**config.mk**
```make
export PLATFORM = sky130hd
export DESIGN_NAME = button_conditioner
export DESIGN_NICKNAME = d
export VERILOG_FILES = /design/src/rtl/button_conditioner_pkg.sv /design/src/rtl/button_channel.sv /design/src/rtl/button_conditioner.sv
export SDC_FILE = /design/constraint.sdc
export NUM_CORES = 1
export LEC_CHECK = 0
export ABC_CLOCK_PERIOD_IN_PS = 1100
export BUFFER_PORTS_ARGS = -buffer_cell sky130_fd_sc_hd__buf_2
export CAP_MARGIN = 20
export CORE_MARGIN = 2
export CORE_UTILIZATION = 45
export DETAILED_ROUTE_END_ITERATION = 10
export GPL_TIMING_DRIVEN = 0
export PLACE_DENSITY = 0.66
export SLEW_MARGIN = 20
export SYNTH_ARGS = -nofsm -noshare
export SYNTH_HDL_FRONTEND = slang
export SYNTH_HIERARCHICAL = 1
export SYNTH_SLANG_ARGS = --single-unit
export TNS_END_PERCENT = 5
```
**constraint.sdc**
```tcl
create_clock -name clk -period 1.1 [get_ports clk]
set_input_delay 0.11 -clock clk [delete_from_list [all_inputs] [get_ports clk]]
set_output_delay 0.11 -clock clk [all_outputs]
set_load 0.02 [all_outputs]
```
**src/rtl/button_conditioner_pkg.sv**
```systemverilog
// -----------------------------------------------------------------------------
// button_conditioner_pkg
//   Shared definitions for the button conditioner:
//     - EDGE_MODE encodings (EDGE_RISE / EDGE_FALL / EDGE_BOTH)
//     - auto-repeat state encoding (used only when
//       BUTTON_CONDITIONER_AUTOREPEAT_EN is defined)
//     - counter-width helper functions
// -----------------------------------------------------------------------------
package button_conditioner_pkg;

  // Which debounced-level edges produce an event pulse.
  localparam int EDGE_RISE = 0;
  localparam int EDGE_FALL = 1;
  localparam int EDGE_BOTH = 2;

  // Auto-repeat tracker: idle until a press pulse, armed while held.
  typedef enum logic [0:0] {
    REP_IDLE  = 1'b0,
    REP_ARMED = 1'b1
  } rep_state_e;

  // Bits needed to hold values 0..max_count (never less than one bit).
  function automatic int cnt_width(input int max_count);
    int w;
    w = $clog2(max_count + 1);
    if (w < 1) begin
      w = 1;
    end
    return w;
  endfunction

  function automatic int max_of(input int a, input int b);
    return (a > b) ? a : b;
  endfunction

endpackage

```
**src/rtl/button_channel.sv**
```systemverilog
// -----------------------------------------------------------------------------
// button_channel
//   One channel of the button conditioner: synchroniser chain, debouncer,
//   registered edge-pulse generator and (when BUTTON_CONDITIONER_AUTOREPEAT_EN
//   is defined) the hold/auto-repeat pulse logic.
//
//   Ports:
//     clk    in   single clock, rising edge
//     rst    in   asynchronous reset, active-low
//     press  in   raw asynchronous button line, 1 = pressed
//     level  out  debounced level (registered)
//     pulse  out  one-cycle event pulse (registered)
//
//   Build option: BUTTON_CONDITIONER_AUTOREPEAT_EN adds HOLD_CYCLES and
//   REPEAT_CYCLES parameters and the repeat counter.
// -----------------------------------------------------------------------------
module button_channel
  import button_conditioner_pkg::*;
#(
  parameter int SYNC_STAGES   = 2,
  parameter int DB_CYCLES     = 16,
`ifdef BUTTON_CONDITIONER_AUTOREPEAT_EN
  parameter int HOLD_CYCLES   = 1000,
  parameter int REPEAT_CYCLES = 200,
`endif
  parameter int EDGE_MODE     = 0
) (
  input  logic clk,
  input  logic rst,
  input  logic press,
  output logic level,
  output logic pulse
);

  localparam int DB_W = cnt_width(DB_CYCLES);
  localparam logic [DB_W-1:0] DB_LAST = DB_W'(DB_CYCLES - 1);
  localparam logic [DB_W-1:0] DB_ONE  = DB_W'(1);

  logic [SYNC_STAGES-1:0] sync_r;
  logic                   sync_s;
  logic [DB_W-1:0]        db_cnt_r;
  logic [DB_W-1:0]        db_cnt_nxt_s;
  logic                   level_r;
  logic                   level_nxt_s;
  logic                   accept_s;
  logic                   rise_s;
  logic                   fall_s;
  logic                   edge_hit_s;
  logic                   pulse_r;
  logic                   pulse_nxt_s;

  // Synchroniser shift chain; the oldest stage is the usable sample.
  always_ff @(posedge clk or negedge rst) begin
    if (!rst) begin
      sync_r <= {SYNC_STAGES{1'b0}};
    end else begin
      sync_r <= {sync_r[SYNC_STAGES-2:0], press};
    end
  end

  assign sync_s = sync_r[SYNC_STAGES-1];

  // Debounce: a differing sample must persist DB_CYCLES cycles to be accepted.
  always_comb begin
    db_cnt_nxt_s = db_cnt_r;
    level_nxt_s  = level_r;
    accept_s     = 1'b0;
    if (sync_s == level_r) begin
      db_cnt_nxt_s = {DB_W{1'b0}};
    end else if (db_cnt_r == DB_LAST) begin
      level_nxt_s  = sync_s;
      db_cnt_nxt_s = {DB_W{1'b0}};
      accept_s     = 1'b1;
    end else begin
      db_cnt_nxt_s = db_cnt_r + DB_ONE;
    end
  end

  // A level change is accepted this cycle; its direction is the new sample.
  assign rise_s = accept_s & sync_s;
  assign fall_s = accept_s & ~sync_s;

  // Select which accepted edges generate an event pulse.
  always_comb begin
    edge_hit_s = 1'b0;
    case (EDGE_MODE)
      EDGE_RISE: edge_hit_s = rise_s;
      EDGE_FALL: edge_hit_s = fall_s;
      EDGE_BOTH: edge_hit_s = accept_s;
      default:   edge_hit_s = 1'b0;
    endcase
  end

`ifdef BUTTON_CONDITIONER_AUTOREPEAT_EN
  localparam int REP_W = cnt_width(max_of(HOLD_CYCLES, REPEAT_CYCLES));
  localparam logic [REP_W-1:0] HOLD_LOAD   = REP_W'(HOLD_CYCLES - 1);
  localparam logic [REP_W-1:0] REPEAT_LOAD = REP_W'(REPEAT_CYCLES - 1);
  localparam logic [REP_W-1:0] REP_ONE     = REP_W'(1);
  localparam bit REP_ACTIVE = (EDGE_MODE == EDGE_RISE) || (EDGE_MODE == EDGE_BOTH);

  rep_state_e       rep_state_r;
  rep_state_e       rep_state_nxt_s;
  logic [REP_W-1:0] rep_cnt_r;
  logic [REP_W-1:0] rep_cnt_nxt_s;
  logic             rep_fire_s;

  // Repeat state and countdown registers.
  always_ff @(posedge clk or negedge rst) begin
    if (!rst) begin
      rep_state_r <= REP_IDLE;
      rep_cnt_r   <= {REP_W{1'b0}};
    end else begin
      rep_state_r <= rep_state_nxt_s;
      rep_cnt_r   <= rep_cnt_nxt_s;
    end
  end

  // Countdown loaded by the press pulse; the release edge wins over a
  // concurrent expiry so no repeat ever lines up with or follows release.
  always_comb begin
    rep_state_nxt_s = rep_state_r;
    rep_cnt_nxt_s   = rep_cnt_r;
    rep_fire_s      = 1'b0;
    case (rep_state_r)
      REP_IDLE: begin
        if (REP_ACTIVE && rise_s) begin
          rep_state_nxt_s = REP_ARMED;
          rep_cnt_nxt_s   = HOLD_LOAD;
        end else begin
          rep_state_nxt_s = REP_IDLE;
        end
      end
      REP_ARMED: begin
        if (fall_s || !level_r) begin
          rep_state_nxt_s = REP_IDLE;
          rep_cnt_nxt_s   = {REP_W{1'b0}};
        end else if (rep_cnt_r == {REP_W{1'b0}}) begin
          rep_fire_s    = 1'b1;
          rep_cnt_nxt_s = REPEAT_LOAD;
        end else begin
          rep_cnt_nxt_s = rep_cnt_r - REP_ONE;
        end
      end
      default: begin
        rep_state_nxt_s = REP_IDLE;
        rep_cnt_nxt_s   = {REP_W{1'b0}};
      end
    endcase
  end

  assign pulse_nxt_s = edge_hit_s | rep_fire_s;
`else
  assign pulse_nxt_s = edge_hit_s;
`endif

  // Debounced level, counter and registered pulse.
  always_ff @(posedge clk or negedge rst) begin
    if (!rst) begin
      db_cnt_r <= {DB_W{1'b0}};
      level_r  <= 1'b0;
      pulse_r  <= 1'b0;
    end else begin
      db_cnt_r <= db_cnt_nxt_s;
      level_r  <= level_nxt_s;
      pulse_r  <= pulse_nxt_s;
    end
  end

  assign level = level_r;
  assign pulse = pulse_r;

endmodule

```
**src/rtl/button_conditioner.sv**
```systemverilog
// -----------------------------------------------------------------------------
// button_conditioner
//   Multi-channel push-button conditioner: CH independent channels, each
//   synchronised, debounced and turned into one-cycle event pulses.
//
//   Ports:
//     clk          in   single clock, rising edge
//     rst          in   asynchronous reset, active-low
//     press_i      in   [CH] raw button lines, 1 = pressed
//     level_o      out  [CH] debounced levels
//     pulse_o      out  [CH] one-cycle event pulses
//     any_pulse_o  out  OR of pulse_o
//
//   Build option: BUTTON_CONDITIONER_AUTOREPEAT_EN enables per-channel
//   auto-repeat (HOLD_CYCLES / REPEAT_CYCLES); otherwise those are ignored.
// -----------------------------------------------------------------------------
module button_conditioner
  import button_conditioner_pkg::*;
#(
  parameter int CH            = 4,
  parameter int SYNC_STAGES   = 2,
  parameter int DB_CYCLES     = 16,
  parameter int EDGE_MODE     = 0,
  parameter int HOLD_CYCLES   = 1000,
  parameter int REPEAT_CYCLES = 200
) (
  input  logic          clk,
  input  logic          rst,
  input  logic [CH-1:0] press_i,
  output logic [CH-1:0] level_o,
  output logic [CH-1:0] pulse_o,
  output logic          any_pulse_o
);

  // Reject parameter sets the channel logic cannot implement.
  if (CH < 1 || SYNC_STAGES < 2 || DB_CYCLES < 1 || HOLD_CYCLES < 1 ||
      REPEAT_CYCLES < 1 || EDGE_MODE < EDGE_RISE || EDGE_MODE > EDGE_BOTH) begin : g_cfg_check
    $error("button_conditioner: illegal parameter set");
  end

  for (genvar i = 0; i < CH; i++) begin : g_ch
    button_channel #(
      .SYNC_STAGES   (SYNC_STAGES),
      .DB_CYCLES     (DB_CYCLES),
`ifdef BUTTON_CONDITIONER_AUTOREPEAT_EN
      .HOLD_CYCLES   (HOLD_CYCLES),
      .REPEAT_CYCLES (REPEAT_CYCLES),
`endif
      .EDGE_MODE     (EDGE_MODE)
    ) u_channel (
      .clk   (clk),
      .rst   (rst),
      .press (press_i[i]),
      .level (level_o[i]),
      .pulse (pulse_o[i])
    );
  end

  // Combinational OR of registered pulses: no added latency.
  assign any_pulse_o = |pulse_o;

endmodule

```
==> flow_summary_export.csv <==
group,metric,value,unit
die,dieArea,3590,µm²
layout,fin_cells,160,
grt,grt_first_pass_wirelength,3.49,mm
critical_path,critPathMaxFanout,2,
clock_tree,cts-htree-levels,2,
clock_tree,clock_sinks,36,
layout,mostFrequentLayoutCells,"dfrtp_1 (34), xor2_1 (12), nor2_1 (11)",
grt,grt_max_degree,37,
min_path,hold_path.class,"flop to flop",
job,max_cap_violations,0,
die,die_x,60.0,µm
detailed_routing,via_per_inst,4.93,
clock_tree,cts_made_buffers,5,
sta,setup_violations,5,
clock_tree,insertion_delay,0.33,ns
yosys,synth_seq_area_share,63.9,%
placed_design,port_buffers,14,
grt,antenna_found_initial,0,
layout,antenna_cells,0,
outcome,outcome,"finished, violations left",
critical_path,crit_path_start,"g_ch[3].u_channel/pulse",
sta,min_period_over_period,136,%
grt,grt_use_total,13.7,%
critical_path,worstRegToRegCells,4,
yosys,synth_nets,111,
sta,slew-limit-headroom,48.7,%
placed_design,globalplace.congestion,0.696,
layout,drive_above_1_share,41.7,%
layout,area_growth,21.3,%
placed_design,dp_hpwl,1.35,mm
layout,final_util,56.9,%
clock_tree,cts_tree,"done",
layout,design_area,1710,µm²
critical_path,setup.worst_path.class,"flop to primary output",
grt,grt_pass1_vias,807,
yosys,synth_area_per_cell,13.9,µm²
yosys,yosys.area.top_type,"dfrtp_1",
sta,fmax,668,MHz
clock_tree,clockRootBuffer,"clkbuf_4",
detailed_routing,num_vias,788,
critical_path,worstReg2RegStart,"g_ch[2].u_channel/db_cnt_r[0]",
yosys,yosysWarnings,6,
sta,drv_slew,0,
outcome,violations,"setup timing",
yosys,syn_inst,101,
yosys,ys_top_cells_by_area,"dfrtp_1 (64%), xor2_1 (7.5%), nor4b_2 (4.3%)",
die,rows,20,
sta,tightest_slew,0.769,ns
sta,hold_viol,0,
die,pin_count,15,
min_path,holdPathStages,0,
layout,fin_nets,137,
critical_path,critPathCaptureType,"primary output",
yosys,ys_types,14,
critical_path,rrSetupSlack,-0.15,ns
sta,layout_setup_ws,-0.397,ns
die,fp.coreArea,3000,µm²
detailed_routing,wire_per_inst,12.3,µm
critical_path,critPathCapture,"any_pulse_o",
grt,gr-total-overflow,0,
critical_path,arrival,1.39,ns
pwr,ir_drop,0.000731,V
sta,holdWs,0.355,ns
detailed_routing,routed_wirelength,1.97,mm
placed_design,dpl.cell_count,148,
clock_tree,path_clk_slew,0.10,ns
pwr,powerDensity,1280,nW/µm²
critical_path,reg2reg_to,"g_ch[2].u_channel/level",
detailed_routing,drtIter0Drc,19,
yosys,synth_area,1410,µm²
placed_design,place_area,1530,µm²
detailed_routing,drtAntennaViolNets,0,
sta,min_period,1.50,ns
yosys,synth.top_cell.area_share,63.9,%
yosys,ys_seq_elements,36,
sta,rsz0062_at_grt,"true",
die,initial_utilization,46.9,%
critical_path,startpoint_type,"flop",
detailed_routing,first_pass_iters,2,
clock_tree,cts_buffer_depth,2,
sta,fin_skew,0.0111,ns
pwr,power,0.00219,W
detailed_routing,drc,0,
layout,layout_commonest_cell,"dfrtp_1",
pwr,leakage,0.845,nW
critical_path,cp_data_required_time,0.99,ns
die,die_h,60.0,µm
==> routing by layer <==
metal | global-route usage (%) | vias to the layer above | routed length [µm] | share of wire [%]
met1 | 16.1 | 382 | 845 | 43
met5 | 0 | - | 0 | 0
met4 | 5.71 | 0 | 17 | 0.86
met3 | 6.49 | 2 | 102 | 5.2
met2 | 21.6 | 16 | 1010 | 51
li1 | - | 388 | - | -
==> where the power goes <==
part           internal, W  switching [W]
clock network     0.000235       0.000393
registers          0.00137      0.0000464
logic            0.0000728      0.0000728
total              0.00168       0.000513
==> area by class of cell <==
| type | instances | area (µm²) |
|---|---|---|
| flip-flops and latches | 36 | 903 |
| well taps | 33 | 41.3 |
| multi-input cells | 61 | 556 |
| clock buffers | 6 | 41.3 |
| clock inverters | 1 | 5.00 |
| inverters | 4 | 15.0 |
| repair buffers | 19 | 148 |
| fillers | 258 | 1290 |
==> flip-flops by register name, summed over array words and instances, names as in the netlist <==
signal and cells:
g_ch.u_channel/level 4, g_ch.u_channel/pulse 4, g_ch.u_channel/db_cnt_r 20, g_ch.u_channel/sync_r 8
==> timing repair <==
action	4_1_cts	5_1_grt
hold endpoints to repair	40	0
setup buffers	0	0
resized for setup	6	12
hold buffers	5	0
setup endpoints to repair	5	29
pin swaps	3	4
==> Yosys cell counts <==
library cell	count
nor2_1	12
nand3_2	4
inv_1	4
ha_1	4
and2_2	4
mux2_1	4
nor2_2	4
dfrtp_1	36
or4_1	1
xor2_1	12
and3_2	4
nor4b_2	4
nand3_1	4
o21ai_2	4
==> critical path: stages (launching register included) <==
cell and delay (ns):
dfrtp_1 0.39, or4_4 0.53, buf_6 0.14
==> per-stage QoR <==
stage | setup TNS (ns) | setup WS, ns
2_1_floorplan | -0.385 | -0.0863
3_3_place_gp | -0.575 | -0.145
3_5_place_dp | -0.712 | -0.174
4_1_cts | -1.09 | -0.438
5_1_grt | -1.47 | -0.466
6_report | -0.909 | -0.397
==> kinds of logic (layout without fill, tap and decap cells) <==
logic type,count (synthesis),count (layout),synth area share (%)
buffers and inverters,4,30,1.07
muxes,4,4,3.20
AOI/OAI and AO/OA,4,4,2.49
adders and majority gates,4,4,3.55
and+or+nand+nor,37,37,18.3
DFF,36,36,63.9
xor gates and xnor gates,12,12,7.46
==> worst min path at each step <==
stage	to	slack, ns	start
finish	g_ch[0].u_channel/sync_r[1]	0.36	g_ch[0].u_channel/sync_r[0]
detailed placement	g_ch[2].u_channel/sync_r[0]	0.22	press_i[2]
CTS	g_ch[2].u_channel/sync_r[1]	0.36	g_ch[2].u_channel/sync_r[0]
floorplan	g_ch[0].u_channel/db_cnt_r[0]	-0.19	rst
global placement	g_ch[1].u_channel/db_cnt_r[2]	0.22	rst
global route	g_ch[3].u_channel/sync_r[1]	0.36	g_ch[3].u_channel/sync_r[0]
Power figures use the tool's default switching activity.
